[config.mk]
export PLATFORM = sky130hd
export DESIGN_NAME = sync_decoder
export DESIGN_NICKNAME = d
export VERILOG_FILES = /design/src/rtl/sync_decoder.sv
export SDC_FILE = /design/constraint.sdc
export NUM_CORES = 1
export LEC_CHECK = 0
export ABC_AREA = 0
export CAP_MARGIN = 20
export CELL_PAD_IN_SITES_DETAIL_PLACEMENT = 1
export CELL_PAD_IN_SITES_GLOBAL_PLACEMENT = 2
export CORE_AREA = 2 2 143 145
export DETAILED_ROUTE_END_ITERATION = 10
export DIE_AREA = 0 0 145 147
export PLACE_DENSITY = 0.91
export SETUP_SLACK_MARGIN = 0.05
export SLEW_MARGIN = 40
export SYNTH_ARGS = -nofsm -noshare
export SYNTH_HDL_FRONTEND = slang
export SYNTH_SLANG_ARGS = --single-unit
[constraint.sdc]
create_clock -name pclk -period 5.54 [get_ports pclk]
set_input_delay 1.108 -clock pclk [delete_from_list [all_inputs] [get_ports pclk]]
set_output_delay 1.108 -clock pclk [all_outputs]
set_load 0.005 [all_outputs]
[src/rtl/sync_decoder.sv]
// Video sync decoder: measures hSync/vSync/dataValid timing, locks onto a stable
// format, and reports active-pixel coordinates with one pclk of latency.
module sync_decoder #(
    parameter int unsigned CNT_MAX = 1023
) (
    input  logic       pclk,
    input  logic       reset,
    input  logic       hSync,
    input  logic       vSync,
    input  logic       dataValid,
    output logic       pixValid,
    output logic [9:0] hPos,
    output logic [9:0] vPos,
    output logic [9:0] hTotal,
    output logic [9:0] vTotal,
    output logic [9:0] hActive,
    output logic [9:0] vActive,
    output logic       locked,
    output logic       frameStart,
    output logic       timingErr
);

    typedef enum logic [1:0] {SEARCH, MEASURE, VERIFY, LOCKED} state_t;

    localparam logic [9:0] CMAX = 10'(CNT_MAX);

    function automatic logic [9:0] satInc(input logic [9:0] v);
        return (v >= CMAX) ? CMAX : v + 10'd1;
    endfunction

    state_t     state;
    state_t     nextState;
    logic       hsD;
    logic       vsD;
    logic [9:0] hCnt;
    logic [9:0] vCnt;
    logic [9:0] actCnt;
    logic [9:0] lineLen;
    logic [9:0] firstLen;
    logic       haveLen;
    logic       consist;
    logic [9:0] frmHAct;
    logic [9:0] frmVAct;
    logic [9:0] row;

    logic       hEdge;
    logic       vEdge;
    logic       sat;
    logic       lineDone;
    logic       lenOk;
    logic       frameMatch;
    logic       dvRise;
    logic [9:0] curLen;
    logic [9:0] effHAct;
    logic [9:0] effVAct;
    logic [9:0] rowNext;
    logic       loadRef;
    logic       loadHTot;
    logic       errNext;

    assign hEdge  = hsD & ~hSync;
    assign vEdge  = vsD & ~vSync;
    // A line that just ended resets hCnt, so it cannot count as saturation.
    assign sat    = (hCnt == CMAX) && !hEdge;
    assign dvRise = dataValid & ~pixValid;
    assign locked = (state == LOCKED);

    // Effective frame values fold in the line that closes on a coincident hSync edge.
    assign lineDone   = hEdge && (actCnt != 10'd0);
    assign effHAct    = lineDone ? actCnt : frmHAct;
    assign effVAct    = lineDone ? satInc(frmVAct) : frmVAct;
    assign curLen     = hEdge ? hCnt : lineLen;
    assign lenOk      = !hEdge || !haveLen || (hCnt == firstLen);
    assign frameMatch = consist && lenOk && (curLen == hTotal) && (vCnt == vTotal) &&
                        (effHAct == hActive) && (effVAct == vActive);

    always_comb begin
        rowNext = vEdge ? 10'd0 : row;
        if (dvRise) rowNext = satInc(rowNext);
    end

    always_comb begin
        nextState = state;
        loadRef   = 1'b0;
        loadHTot  = 1'b0;
        errNext   = 1'b0;
        if (sat) begin
            nextState = SEARCH;
            errNext   = (state == LOCKED);
        end else begin
            case (state)
                SEARCH: if (vEdge) nextState = MEASURE;
                MEASURE: begin
                    if (vEdge) begin
                        loadRef   = 1'b1;
                        nextState = VERIFY;
                    end
                end
                VERIFY: begin
                    if (vEdge) begin
                        if (frameMatch) nextState = LOCKED;
                        else            loadRef   = 1'b1;
                    end
                end
                LOCKED: begin
                    if (vEdge && !frameMatch) begin
                        errNext   = 1'b1;
                        loadRef   = 1'b1;
                        nextState = VERIFY;
                    end else if (hEdge && (hCnt != hTotal)) begin
                        errNext   = 1'b1;
                        loadHTot  = 1'b1;
                        nextState = VERIFY;
                    end
                end
                default: nextState = SEARCH;
            endcase
        end
    end

    always_ff @(posedge pclk) begin
        if (!reset) state <= SEARCH;
        else        state <= nextState;
    end

    always_ff @(posedge pclk) begin
        if (!reset) begin
            hsD        <= 1'b0;
            vsD        <= 1'b0;
            hCnt       <= '0;
            vCnt       <= '0;
            actCnt     <= '0;
            lineLen    <= '0;
            firstLen   <= '0;
            haveLen    <= 1'b0;
            consist    <= 1'b0;
            frmHAct    <= '0;
            frmVAct    <= '0;
            row        <= '0;
            hTotal     <= '0;
            vTotal     <= '0;
            hActive    <= '0;
            vActive    <= '0;
            pixValid   <= 1'b0;
            hPos       <= '0;
            vPos       <= '0;
            frameStart <= 1'b0;
            timingErr  <= 1'b0;
        end else begin
            hsD <= hSync;
            vsD <= vSync;

            if (hEdge) begin
                hCnt    <= 10'd1;
                lineLen <= hCnt;
                vCnt    <= satInc(vCnt);
                actCnt  <= '0;
                if (lineDone) begin
                    frmHAct <= actCnt;
                    frmVAct <= satInc(frmVAct);
                end
                if (!haveLen) begin
                    firstLen <= hCnt;
                    haveLen  <= 1'b1;
                end else if (hCnt != firstLen) begin
                    consist <= 1'b0;
                end
            end else begin
                hCnt <= satInc(hCnt);
                if (dataValid) actCnt <= satInc(actCnt);
            end

            // Frame accumulators restart after the closing frame has been captured.
            if (vEdge) begin
                vCnt    <= 10'd1;
                frmHAct <= '0;
                frmVAct <= '0;
                haveLen <= 1'b0;
                consist <= 1'b1;
            end

            if (loadRef) begin
                hTotal  <= curLen;
                vTotal  <= vCnt;
                hActive <= effHAct;
                vActive <= effVAct;
            end else if (loadHTot) begin
                hTotal <= hCnt;
            end

            row        <= rowNext;
            pixValid   <= dataValid;
            hPos       <= dataValid ? (pixValid ? satInc(hPos) : 10'd1) : 10'd0;
            vPos       <= dataValid ? rowNext : 10'd0;
            frameStart <= vEdge;
            timingErr  <= errNext;
        end
    end

endmodule

==> flow_metrics.py <==
metrics = {
    "floorplan": {
        "initial_core_util": 0.361,
        "boundaryPins": 69,
        "fp.coreArea_mm2": 0.0198,
        "core.rowCount": 52,
        "dieArea_mm2": 0.0213,
        "die_h_um": 147,
        "die_w_um": 145,
    },
    "setup_path": {
        "crit_path_max_fanout": 28,
        "worst-r2r-cell-count": 11,
        "crit_path_top_delay_cell": "clkdlybuf4s50_1",
        "cp-end-kind": "flip-flop",
        "r2r_start": "actCnt[0]$_SDFFE_PP0P_",
        "path_cells": "clkdlybuf4s50_1 > nand2b_4 > buf_4 > mux2i_1 > xnor2_1 > nor4_1 > o2111ai_1 > nor4_2 > and4_1 > nor2_2 > a311o_1",
        "r2r_slack_ps": 1650,
        "max_stage_delay_ps": 530,
        "r2r-end": "hTotal[6]$_SDFFE_PN0P_",
        "crit_required_ps": 5850,
        "critPathKind": "input port to flip-flop",
        "critPathLaunchType": "input port",
        "crit_arrival_ps": 4670,
    },
    "power": {
        "p_sw_mw": 0.562,
        "powerDensity_mw_per_mm2": 283,
        "p_leak_nw": 3.18,
        "internal_power_mw": 1.89,
        "swShare": 0.229,
        "p_seq_frac": 0.450,
        "peakVddDrop_mv": 0.192,
        "p_clk_frac": 0.504,
        "p_comb_frac": 0.046,
    },
    "logic_synthesis": {
        "netlist_instances": 860,
        "yosysWarnings": 0,
        "synth_area_leaders": "dfxtp_1 (42%), a21oi_1 (6.4%), xor2_1 (4.9%)",
        "synth_top_area_frac": 0.417,
        "yosysSeqAreaShare": 0.417,
        "avgSynthCellArea_um2": 8.32,
        "synthArstFlopShare": 0,
        "yosys.area.top_type": "dfxtp_1",
        "synth-edff-count": 0,
        "yosysMostFrequentCell": "dfxtp_1",
        "netlist_area_mm2": 0.00716,
        "synth_commonest_cells": "dfxtp_1 (149), a21oi_1 (92), nand2_1 (80), nor2_1 (67)",
        "ys_ff_latch": 149,
        "synth.net_count": 872,
        "ys.flop_type": "dfxtp_1",
        "yosysUniqueCellTypes": 62,
    },
    "global_routing": {
        "overflow": 0,
        "grtUsageTotal": 0.202,
        "antenna_found_initial": 0,
        "grt_pass1_vias": 6529,
        "grt_max_degree": 46,
        "gr-usage-met2": 0.345,
        "grt_pass1_wl_mm": 34.7,
        "grt.met3_usage": 0.0304,
        "grtUsageMet1": 0.261,
        "top_usage_layer": "met2",
    },
    "sta": {
        "fin_crit_sh": 0.788,
        "rsz0062_at_grt": "no",
        "fin_skew_ps": 9.15,
        "setup_violations": 0,
        "tns_ps": 0,
        "finalHoldViolations": 0,
        "slew_violations": 0,
        "slew_headroom": 0.491,
        "fmax_ghz": 0.229,
        "tightest_slew_ps": 763,
        "timing.hold.ws_ps": 490,
        "fin_crit_ps": 4370,
    },
    "clock_tree": {
        "clockBufferDepth": 2,
        "htreeDepth": 4,
        "cts_buffers": 17,
        "postCtsResizedCells": 0,
        "clk_latency_ps": 430,
        "holdBufCountCts": 0,
        "clock-sinks": 149,
        "path_clk_slew_ps": 70,
        "cts-root-buf": "clkbuf_16",
        "cts_setup_buffers": 0,
        "cts_tree": "done",
    },
    "routing": {
        "wl_per_cell_um": 18.0,
        "via_per_inst": 5.48,
        "firstDrtPassIters": 5,
        "wl_mm": 21.3,
        "drc": 0,
        "vias": 6502,
        "first_iter_violations": 434,
        "detail-route-antenna-nets": 0,
    },
    "placement": {
        "gp_congestion": 0.781,
        "hpwlAfterDp_mm": 14.6,
        "port_buffers": 68,
    },
    "outcome": {
        "status": "completed",
    },
    "cells_and_area": {
        "drive_gt1_frac": 0.0633,
        "area_growth_pct": 21.0,
        "fill_cells": 2345,
        "multi_input_area_mm2": 0.00388,
        "antennaDiodeCount": 0,
        "regArea_mm2": 0.00298,
        "nets": 916,
    },
    "worst_hold_path": {
        "min_path_type": "flip-flop to flip-flop",
        "worstHoldStart": "firstLen[1]$_SDFFE_PN0P_",
        "hold-path-cell-count": 2,
        "hold_end": "firstLen[1]$_SDFFE_PN0P_",
    },
    "job": {
        "drv_cap": 0,
    },
}
## per-stage QoR
stage / instance area, um^2 / util / setup slack (ps) / cells / power, mW
global route: 8660 / 0.436 / 988 / 1186 / 2.52
floorplan: 7160 / - / 2030 / 860 / 1.19
detailed placement: 8030 / 0.405 / 794 / 1155 / 1.24
CTS: 8660 / 0.436 / 1200 / 1186 / 2.47
finish: 8660 / 0.436 / 1170 / 1186 / 2.45
global placement: 8030 / 0.405 / 857 / 1155 / 1.23
## cell families (layout without fill, tap and decap cells)
kind of cell             Yosys count  after routing  synth area share
flip-flops                       149            149             0.417
adder cells (fa/ha/maj)            7              7            0.0122
multiplexers                      14             14            0.0203
XOR/XNOR                          78             78            0.0955
buffers and inverters             72            128            0.0416
AND/OR/NAND/NOR                  333            333             0.238
AO/OA/AOI/OAI                    207            207             0.176
## cell type report
type	count	share of cell area
clock buffer	19	0.0511
clock inverter	12	0.0207
inverter	17	0.00737
multi-input combinational	639	0.448
sequential	149	0.344
tap	270	0.0390
timing repair buffer	80	0.0890
## cell usage in the layout, fill, tap and decap left out, types with 4 or more instances in the layout
cell and count:
dfxtp_1 149, a21oi_1 91, nand2_1 80, clkdlybuf4s50_1 68, nor2_1 67, o21ai_0 44
nand3_1 40, xor2_1 40, xnor2_1 38, nor3_1 26, and2_1 22, and3_1 22
clkbuf_16 17, inv_1 16, a31oi_1 16, nand4_1 15, nor2b_1 12, mux2i_1 12
buf_4 12, or3_1 10, nor4_1 8, a211oi_1 8, a311o_1 8, ha_1 7
nand2b_1 6, and4_1 5, o21a_1 5, nor3b_1 5, a311oi_1 5, a22oi_1 5
bufinv_16 4
## worst max-delay path by stage
stage	start	endpoint	slack, ps	cells past startpoint
floorplan	hSync	hTotal[2]$_SDFFE_PN0P_	2030	12
global placement	hSync	hTotal[2]$_SDFFE_PN0P_	860	11
detailed placement	hSync	hTotal[6]$_SDFFE_PN0P_	790	11
CTS	hSync	hTotal[6]$_SDFFE_PN0P_	1200	11
global route	hSync	vTotal[9]$_SDFFE_PN0P_	990	12
finish	hSync	hTotal[6]$_SDFFE_PN0P_	1170	11
## registers in the layout, summed over array words and instances (netlist names)
signal,count
hsD,1
hActive,10
consist,1
vsD,1
vPos,10
timingErr,1
frmVAct,10
hCnt,10
state,2
frmHAct,10
actCnt,10
frameStart,1
lineLen,10
row,10
pixValid,1
hTotal,10
firstLen,10
vTotal,10
vCnt,10
haveLen,1
vActive,10
hPos,10
## per-layer routing
metal / wire length (um) / up-vias
li1: - / 3135
met1: 9980 / 3242
met2: 10400 / 97
met3: 589 / 28
met4: 370 / 0
met5: 0 / -
## power by group through the flow
stage | sequential (mW) | combinational (mW) | clock [mW]
after global placement | 1.12 | 0.110 | 0
after detailed placement | 1.12 | 0.112 | 0
final | 1.10 | 0.113 | 1.23
after CTS | 1.10 | 0.114 | 1.25
after global routing | 1.10 | 0.125 | 1.30
after floorplan | 1.12 | 0.0790 | 0
## worst max-delay path, delay by kind of cell
| family | cells | cell delay (ps) |
|---|---|---|
| simple gates | 5 | 1640 |
| buf+inv | 2 | 880 |
| compound gates | 2 | 580 |
| xor+xnor | 1 | 100 |
| mux | 1 | 340 |
No activity file was read; power rests on OpenSTA's default activity.
